File: src/rtl/disp_loader.sv
// disp_loader: load sequencer for the six-digit scanned display.
// Snapshots hh:mm:ss on request and pushes six 5-bit digit codes over the
// serial digit/latch interface (hh tens first, ss ones last).
// Optional feature macro: DISP_LOADER_BLINK_EN (blink-mask blanking).
module disp_loader #(
    parameter int          LATCH_W    = 2,
    parameter int          HOLD       = 1,
    parameter logic [4:0]  BLANK_CODE = 5'd16
) (
    input  logic       clk,
    input  logic       rst,
    input  logic       req,
    input  logic [7:0] hh_bcd,
    input  logic [7:0] mm_bcd,
    input  logic [7:0] ss_bcd,
    input  logic [5:0] blink_mask,
    input  logic       blink_phase,
    output logic [4:0] digit,
    output logic       latch,
    output logic       busy,
    output logic       done
);

    localparam int CNT_W = 8;

    typedef enum logic [2:0] {
        ST_IDLE,
        ST_SETUP,
        ST_HIGH,
        ST_HOLD,
        ST_DONE
    } state_t;

    state_t          state_q, state_d;
    logic [2:0]      idx_q, idx_d;
    logic [CNT_W-1:0] cnt_q, cnt_d;
    logic            pend_q, pend_d;
    logic [5:0][4:0] codes_q, codes_d;
    logic [5:0][4:0] new_codes;
    logic [5:0]      blank_pos;
    logic [4:0]      digit_q, digit_d;
    logic            latch_q, latch_d;
    logic            busy_q, busy_d;
    logic            done_q, done_d;

    function automatic logic [4:0] bcd_code(input logic [3:0] nib, input logic blank);
        if (blank || nib > 4'd9) begin
            return BLANK_CODE;
        end
        return {1'b0, nib};
    endfunction

`ifdef DISP_LOADER_BLINK_EN
    // Blank positions selected by the mask while the blink phase is active
    assign blank_pos = blink_phase ? blink_mask : '0;
`else
    logic unused_blink;
    assign unused_blink = ^{blink_mask, blink_phase};
    assign blank_pos    = '0;
`endif

    // Codes indexed by push order; blank_pos is indexed by display position
    assign new_codes[0] = bcd_code(hh_bcd[7:4], blank_pos[5]);
    assign new_codes[1] = bcd_code(hh_bcd[3:0], blank_pos[4]);
    assign new_codes[2] = bcd_code(mm_bcd[7:4], blank_pos[3]);
    assign new_codes[3] = bcd_code(mm_bcd[3:0], blank_pos[2]);
    assign new_codes[4] = bcd_code(ss_bcd[7:4], blank_pos[1]);
    assign new_codes[5] = bcd_code(ss_bcd[3:0], blank_pos[0]);

    // Next-state, snapshot, queued-request and registered-output logic
    always_comb begin
        state_d = state_q;
        idx_d   = idx_q;
        cnt_d   = cnt_q;
        pend_d  = pend_q;
        codes_d = codes_q;
        unique case (state_q)
            ST_IDLE: begin
                if (req || pend_q) begin
                    state_d = ST_SETUP;
                    idx_d   = '0;
                    codes_d = new_codes;
                    pend_d  = 1'b0;
                end
            end
            ST_SETUP: begin
                state_d = ST_HIGH;
                cnt_d   = '0;
            end
            ST_HIGH: begin
                if (cnt_q == CNT_W'(LATCH_W - 1)) begin
                    state_d = ST_HOLD;
                    cnt_d   = '0;
                end else begin
                    cnt_d = cnt_q + 1'b1;
                end
            end
            ST_HOLD: begin
                if (cnt_q == CNT_W'(HOLD - 1)) begin
                    cnt_d = '0;
                    if (idx_q == 3'd5) begin
                        state_d = ST_DONE;
                    end else begin
                        idx_d   = idx_q + 3'd1;
                        state_d = ST_SETUP;
                    end
                end else begin
                    cnt_d = cnt_q + 1'b1;
                end
            end
            ST_DONE: begin
                state_d = ST_IDLE;
            end
            default: begin
                state_d = ST_IDLE;
            end
        endcase

        if (state_q != ST_IDLE && req) begin
            pend_d = 1'b1;
        end

        // Outputs are decoded from the next state so they register with it
        digit_d = digit_q;
        if (state_d == ST_SETUP) begin
            digit_d = codes_d[idx_d];
        end
        latch_d = (state_d == ST_HIGH);
        busy_d  = (state_d != ST_IDLE);
        done_d  = (state_d == ST_DONE);
    end

    // State and output registers
    always_ff @(posedge clk or posedge rst) begin
        if (rst) begin
            state_q <= ST_IDLE;
            idx_q   <= '0;
            cnt_q   <= '0;
            pend_q  <= 1'b0;
            codes_q <= '0;
            digit_q <= '0;
            latch_q <= 1'b0;
            busy_q  <= 1'b0;
            done_q  <= 1'b0;
        end else begin
            state_q <= state_d;
            idx_q   <= idx_d;
            cnt_q   <= cnt_d;
            pend_q  <= pend_d;
            codes_q <= codes_d;
            digit_q <= digit_d;
            latch_q <= latch_d;
            busy_q  <= busy_d;
            done_q  <= done_d;
        end
    end

    assign digit = digit_q;
    assign latch = latch_q;
    assign busy  = busy_q;
    assign done  = done_q;

endmodule

File: config.mk
export PLATFORM = sky130hd
export DESIGN_NAME = disp_loader
export DESIGN_NICKNAME = d
export VERILOG_FILES = /design/src/rtl/disp_loader.sv
export SDC_FILE = /design/constraint.sdc
export NUM_CORES = 1
export LEC_CHECK = 0
export CORE_ASPECT_RATIO = 0.8
export CORE_UTILIZATION = 56
export CTS_BUF_LIST = sky130_fd_sc_hd__clkbuf_8
export DETAILED_ROUTE_END_ITERATION = 10
export PLACE_DENSITY = 0.84
export SLEW_MARGIN = 20
export SYNTH_ARGS = -nofsm -noshare
export SYNTH_HDL_FRONTEND = slang
export SYNTH_SLANG_ARGS = --single-unit
File: constraint.sdc
create_clock -name clk -period 2.8 [get_ports clk]
set_clock_uncertainty 0.05 [all_clocks]
set_input_delay 0.28 -clock clk [delete_from_list [all_inputs] [get_ports clk]]
set_output_delay 0.28 -clock clk [all_outputs]
set_load 0.1 [all_outputs]
Yosys cells after proc, flatten, opt, wreduce, memory -nomap -nowiden
Cells that the tools add are included.
- muxes and demuxes: 37
- magnitude comparators: 7
- equal/unequal tests: 8
- reductions and logical operators: 10
- $add $sub $neg: 2
- operators with widths (operator ; number):
    two-way mux 5 bit ; 13
    two-way mux 30 bit ; 2
    greater-than comparator 4 bit (second input constant) ; 6
    one-hot mux 8 bit (3 select lines) ; 1
    two-way mux 3 bit ; 7
    two-way mux 8 bit ; 2
    binary-select mux 5 bit (select 3 bit) ; 1
    one-hot mux 3 bit (4 select lines) ; 1
    equality test 3 x 2 -> 1 bit (second input constant) ; 3
    two-way mux 1 bit ; 9
    nonzero test 3 bit ; 3
    adder 8 x 1 -> 8 bit (second input constant) ; 1
    equality test 8 x 1 -> 1 bit (second input constant) ; 1
    logical NOT 8 bit ; 1
    equality test 3 x 1 -> 1 bit (second input constant) ; 2
    equality test 3 bit (second input constant) ; 2
    one-hot mux 3 bit (2 select lines) ; 1
    < comparator 3 x 4 -> 1 bit (second input constant) ; 1
    nonzero test 2 bit ; 2
    adder 3 x 1 -> 3 bit (second input constant) ; 1
    logical NOT 3 bit ; 1
    AND reduction 2 bit ; 1
    logical AND 1 bit ; 1
    logical OR 1 bit ; 1
- output and inout port bits: 8
- input bits: 34
- word-level logic and storage cells: 78
- register bits after elaboration: 53

Depth between registers and ports, before layout
- depth after elaboration: 7
- depth in mapped cells: 10
- mapped depth without buffers: 8

Least setup slack after synthesis
No wires, ideal clock.
- kind: register -> register
- start point: register cnt_q[0]
- end point: register digit_q[0], in the netlist digit[0]
- cell stages (with the launch flop): 10
- clock period less this slack: 2.132 ns
- data arrival time: 1.951 ns
- path slack: 0.668 ns
- buffers on the path: 1
- library setup time: 0.131 ns
- required time: 2.619 ns
- cells stage by stage: dfrtp_1 -> inv_1 -> ha_1 -> and4bb_2 -> nand4_4 -> mux2i_2 -> buf_6 -> or3b_1 -> a31oi_1 -> a31oi_1
- longest elaborated chain between the ends: 5
- elaborated cells between the ends (all ways): 10
- those cells by class: 2 x eq/ne; 7 x mux; 1 x reduce/logical
- ends and longest elaborated chain (item ; RTL line ; RTL):
    from (decl) ; 36 ; logic [CNT_W-1:0] cnt_q, cnt_d;
    from (signal assigned) ; 148 ; cnt_q <= cnt_d;
    logical NOT 8 bit ; 99 ; if (cnt_q == CNT_W'(HOLD - 1)) begin
    two-way mux 3 bit ; 99 ;
    one-hot mux 3 bit (2 select lines) ; 77 ; unique case (state_q)
    binary-select mux 5 bit (select 3 bit) ; 126 ; digit_d = codes_d[idx_d];
    two-way mux 5 bit (implied by the code) ; 126 ;
    to (signal assigned) ; 151 ; digit_q <= digit_d;
    to (decl) ; 41 ; logic [4:0] digit_q, digit_d;
Several ways; a longest one is shown, not always the timed one. The select of a mux whose other input is x is not followed.
A chain may end at the register's enable or synchronous reset.

Worst setup path after layout
- start point: register cnt_q[0]
- end point: register digit_q[3], in the netlist digit[3]
The elaborated chain is that of the path after synthesis.

==> out/qor.csv <==
metric;value;unit
status;complete, no violations;
DRT antenna net count;0;
Area Overhead vs Synth;18.14;%
CP Capture Type;flip-flop;
Post-synth EDFFs;0;
Yosys warnings;0;
Routed WL;5.567;mm
Iteration-0 DRC Markers;134;
post-CTS setup buffers;0;
P_int;2.018;mW
post-route minimum period;2.533;ns
Max Clock Freq;394.7;MHz
pre-CTS setup slack;0.3476;ns
post-synthesis sequential area ratio;48.94;%
worst setup margin;0.2667;ns
Worst Tran Pin Value;0.6627;ns
dpl hpwl;4.047;mm
CTS tree;built;
Netlist cell types;38;
post-cts hold buffer count;0;
kind of start point of the critical path;flip-flop;
combined buffer and inverter count along the critical path;2;
Clk network pwr share;13.1;%
Seq pwr share;32.4;%
CP max-delay cell;mux2i_2;
largest stage delay on the critical path;0.49;ns
WP data required;2.92;ns
Gate Count Post-Synth;293;
final worst-path cycle share;90.47;%
NumNets Final;369;
starting density of the core;58.60;%
Crit Path Category;reg -> reg;
number of gates resized after cts;0;
clock latency on the worst-skew pair;0.30;ns
RSZ-0062 raised after global routing;false;
top_reg_cell synth;dfrtp_1;
CP Max Fanout;15;
RePlAce Congestion;0.7613;
initial antenna violation count;0;
Avg Cell Area, Syn;9.249;sq um
cell mode on critical path;o211ai_1;
DRC violation count after routing;0;
Hold WC Path Type;in -> async;
Final Hold Viols;0;
number of synthesized register bits;53;
overflow left after global routing;0;
overall die height;64.22;microns
clock sink count;53;
CP Cell Sequence;inv_1 -> ha_1 -> and4bb_2 -> nand4_4 -> mux2i_2 -> buf_4 -> o211ai_1 -> o211ai_1 -> a31oi_1;
simple-gate share of the synthesized area;25.02;%
vias;2237;
GR Util All Layers;24.17;%
switching power;1.703;mW
vias in the first global route;2023;
post-synthesis adder-cell area fraction;2.308;%
syn_nets;332;
pin count of the biggest net entering global routing;40;
Core ar.;4624;sq um
xor/xnor share of the synthesized area;0;%
Pleak;1.428;nW
total of max-cap violations;0;
Comb pwr share;54.4;%
htree depth;2;
CTS Buffer Depth;2;
detail-routed via count per cell;5.736;
CTS root buf;clkbuf_8;
mapped cell area;2710;sq um
multiplexer area fraction after synthesis;1.247;%
first-pass GRT wire length;9.453;mm
Compound-Gate Fraction of Synth Area;18.42;%
Fin Setup TNS;0;ns
switch share;45.76;%
share of cells above drive strength 1;11.52;%
I/O pin count;42;
die width;79.78;microns
critical path arrival;2.65;ns
PwrDens;1162;nW/um^2
Relative slew margins;55.73;%
die footprint;5123;sq um
FP Rows;22;
top cell family by delay on the critical path;multiplexers;
Num CTS Buffers;5;
first-pass iteration count of the detailed router;4;
Antenna diodes;0;
Port Buf Inserts;34;
main combinational cell family by area after synthesis;simple AND/OR/NAND/NOR gates;
clk slew on worst S/H paths;0.09;ns
Slew Viols, Final;0;
WL per Instance;14.27;microns
maximum VDD drop;0.6125;mV
Final setup viols;0;
Async S/R FF share, synth;100.0;%
==> area by class of cell <==
type | instances | area, sq um
tap | 60 | 75.07
sequential | 53 | 1326
clock buffer | 5 | 68.82
timing repair buffer | 42 | 392.9
fill | 371 | 1423
inverter | 5 | 18.77
clock inverter | 2 | 35.03
multi-input combinational | 223 | 1285
==> cell usage after synthesis (2+ instances only) <==
cell	number	area, sq um
nor3_1	2	10.01
and2_2	2	15.01
nand3b_1	7	52.55
buf_12	2	40.04
buf_2	5	25.02
o31ai_1	2	15.01
nand2b_1	10	62.56
nor2b_1	5	31.28
nand2_1	55	206.5
nand3_1	11	55.05
buf_1	2	7.510
dfrtp_1	53	1326
o211ai_1	21	157.7
mux2i_1	2	20.02
inv_1	5	18.77
ha_1	5	62.56
a31oi_1	13	81.33
nor2_1	26	97.59
o21ai_0	41	205.2
and3_1	3	18.77
or3b_2	3	26.28
clkbuf_1	2	7.510
==> worst paths after layout <==
check / startpoint / endpoint / slack [ns] / cells past startpoint
min in group clk: codes_q[2] / codes_q[2] / 0.43 / 2
max in group asynchronous: rst / codes_q[26] / 1.82 / 3
worst max register to register: cnt_q[0] / digit[3] / 0.27 / 9
worst max-delay path: cnt_q[0] / digit[3] / 0.27 / 9
worst min register to register: codes_q[2] / codes_q[2] / 0.43 / 2
worst min-delay path: rst / state_q[2] / 0.28 / 2
==> metrics by stage <==
step	std cells	power [mW]	instance area, sq um	hold WS (ns)	util (%)
4_1_cts	390	3.725	3202	0.2958	69.24
2_1_floorplan	293	2.824	2710	0.3800	-
3_3_place_gp	383	3.164	3098	0.3927	66.99
5_1_grt	390	4.001	3202	0.3260	69.24
6_report	390	3.721	3202	0.2840	69.24
3_5_place_dp	383	3.229	3098	0.4049	66.99
==> worst register-to-register path, delay by kind of cell (launching register included) <==
family / cells / cell delay, ns
multiplexers: 1 / 0.49
AND/OR/NAND/NOR: 2 / 0.47
flip-flops: 1 / 0.44
AO/OA/AOI/OAI: 3 / 0.40
buffers and inverters: 2 / 0.38
adder cells (fa/ha/maj): 1 / 0.18
==> cell families (layout without fill, tap and decap cells) <==
logic type               Yosys count  after routing
buffers and inverters             17             54
multiplexers                       3              3
adder cells (fa/ha/maj)            5              5
flip-flops                        53             53
AO/OA/AOI/OAI                     82             82
AND/OR/NAND/NOR                  133            133
==> flip-flops by register name, indices dropped and copies added, names as in the netlist <==
signal / count
pend_q: 1
busy: 1
idx_q: 3
cnt_q: 8
codes_q: 30
done: 1
digit: 5
latch: 1
state_q: 3
==> power by group through the flow <==
stage	clock, mW	combinational [mW]	sequential, mW
after floorplan	0	1.29	1.53
after global placement	0	1.96	1.20
after detailed placement	0	2.01	1.22
after CTS	0.498	2.02	1.21
after global routing	0.535	2.23	1.24
final	0.489	2.03	1.21
==> routing by layer <==
layer	vias to the layer above	part of all wire, %	wire [microns]	global-route usage, %
met5	-	0	0	0
li1	1109	-	-	-
met2	42	44	2455	35.90
met4	0	1.1	60	6.250
met3	10	3.3	184	5.000
met1	1076	51	2867	36.06
==> layout by cell type (no fill, tap or decap), drive strengths merged <==
cell type,count
nor3,2
nor2,26
ha,5
o211ai,22
nand3b,7
dfrtp,53
a21oi,1
o31a,1
and4bb,1
inv,5
mux2i,3
o21bai,1
clkbuf,5
nand2b,10
a31oi,13
and2,2
and4,1
nand4,1
and2b,1
clkdlybuf4s50,26
nand2,55
buf,16
clkinv,1
o21ai,42
nand3,11
or3,1
nor4,1
and3b,1
o31ai,2
or2,1
nor2b,5
bufinv,1
and3,3
or3b,4
Note: power is estimated with default switching activity, not from simulation.
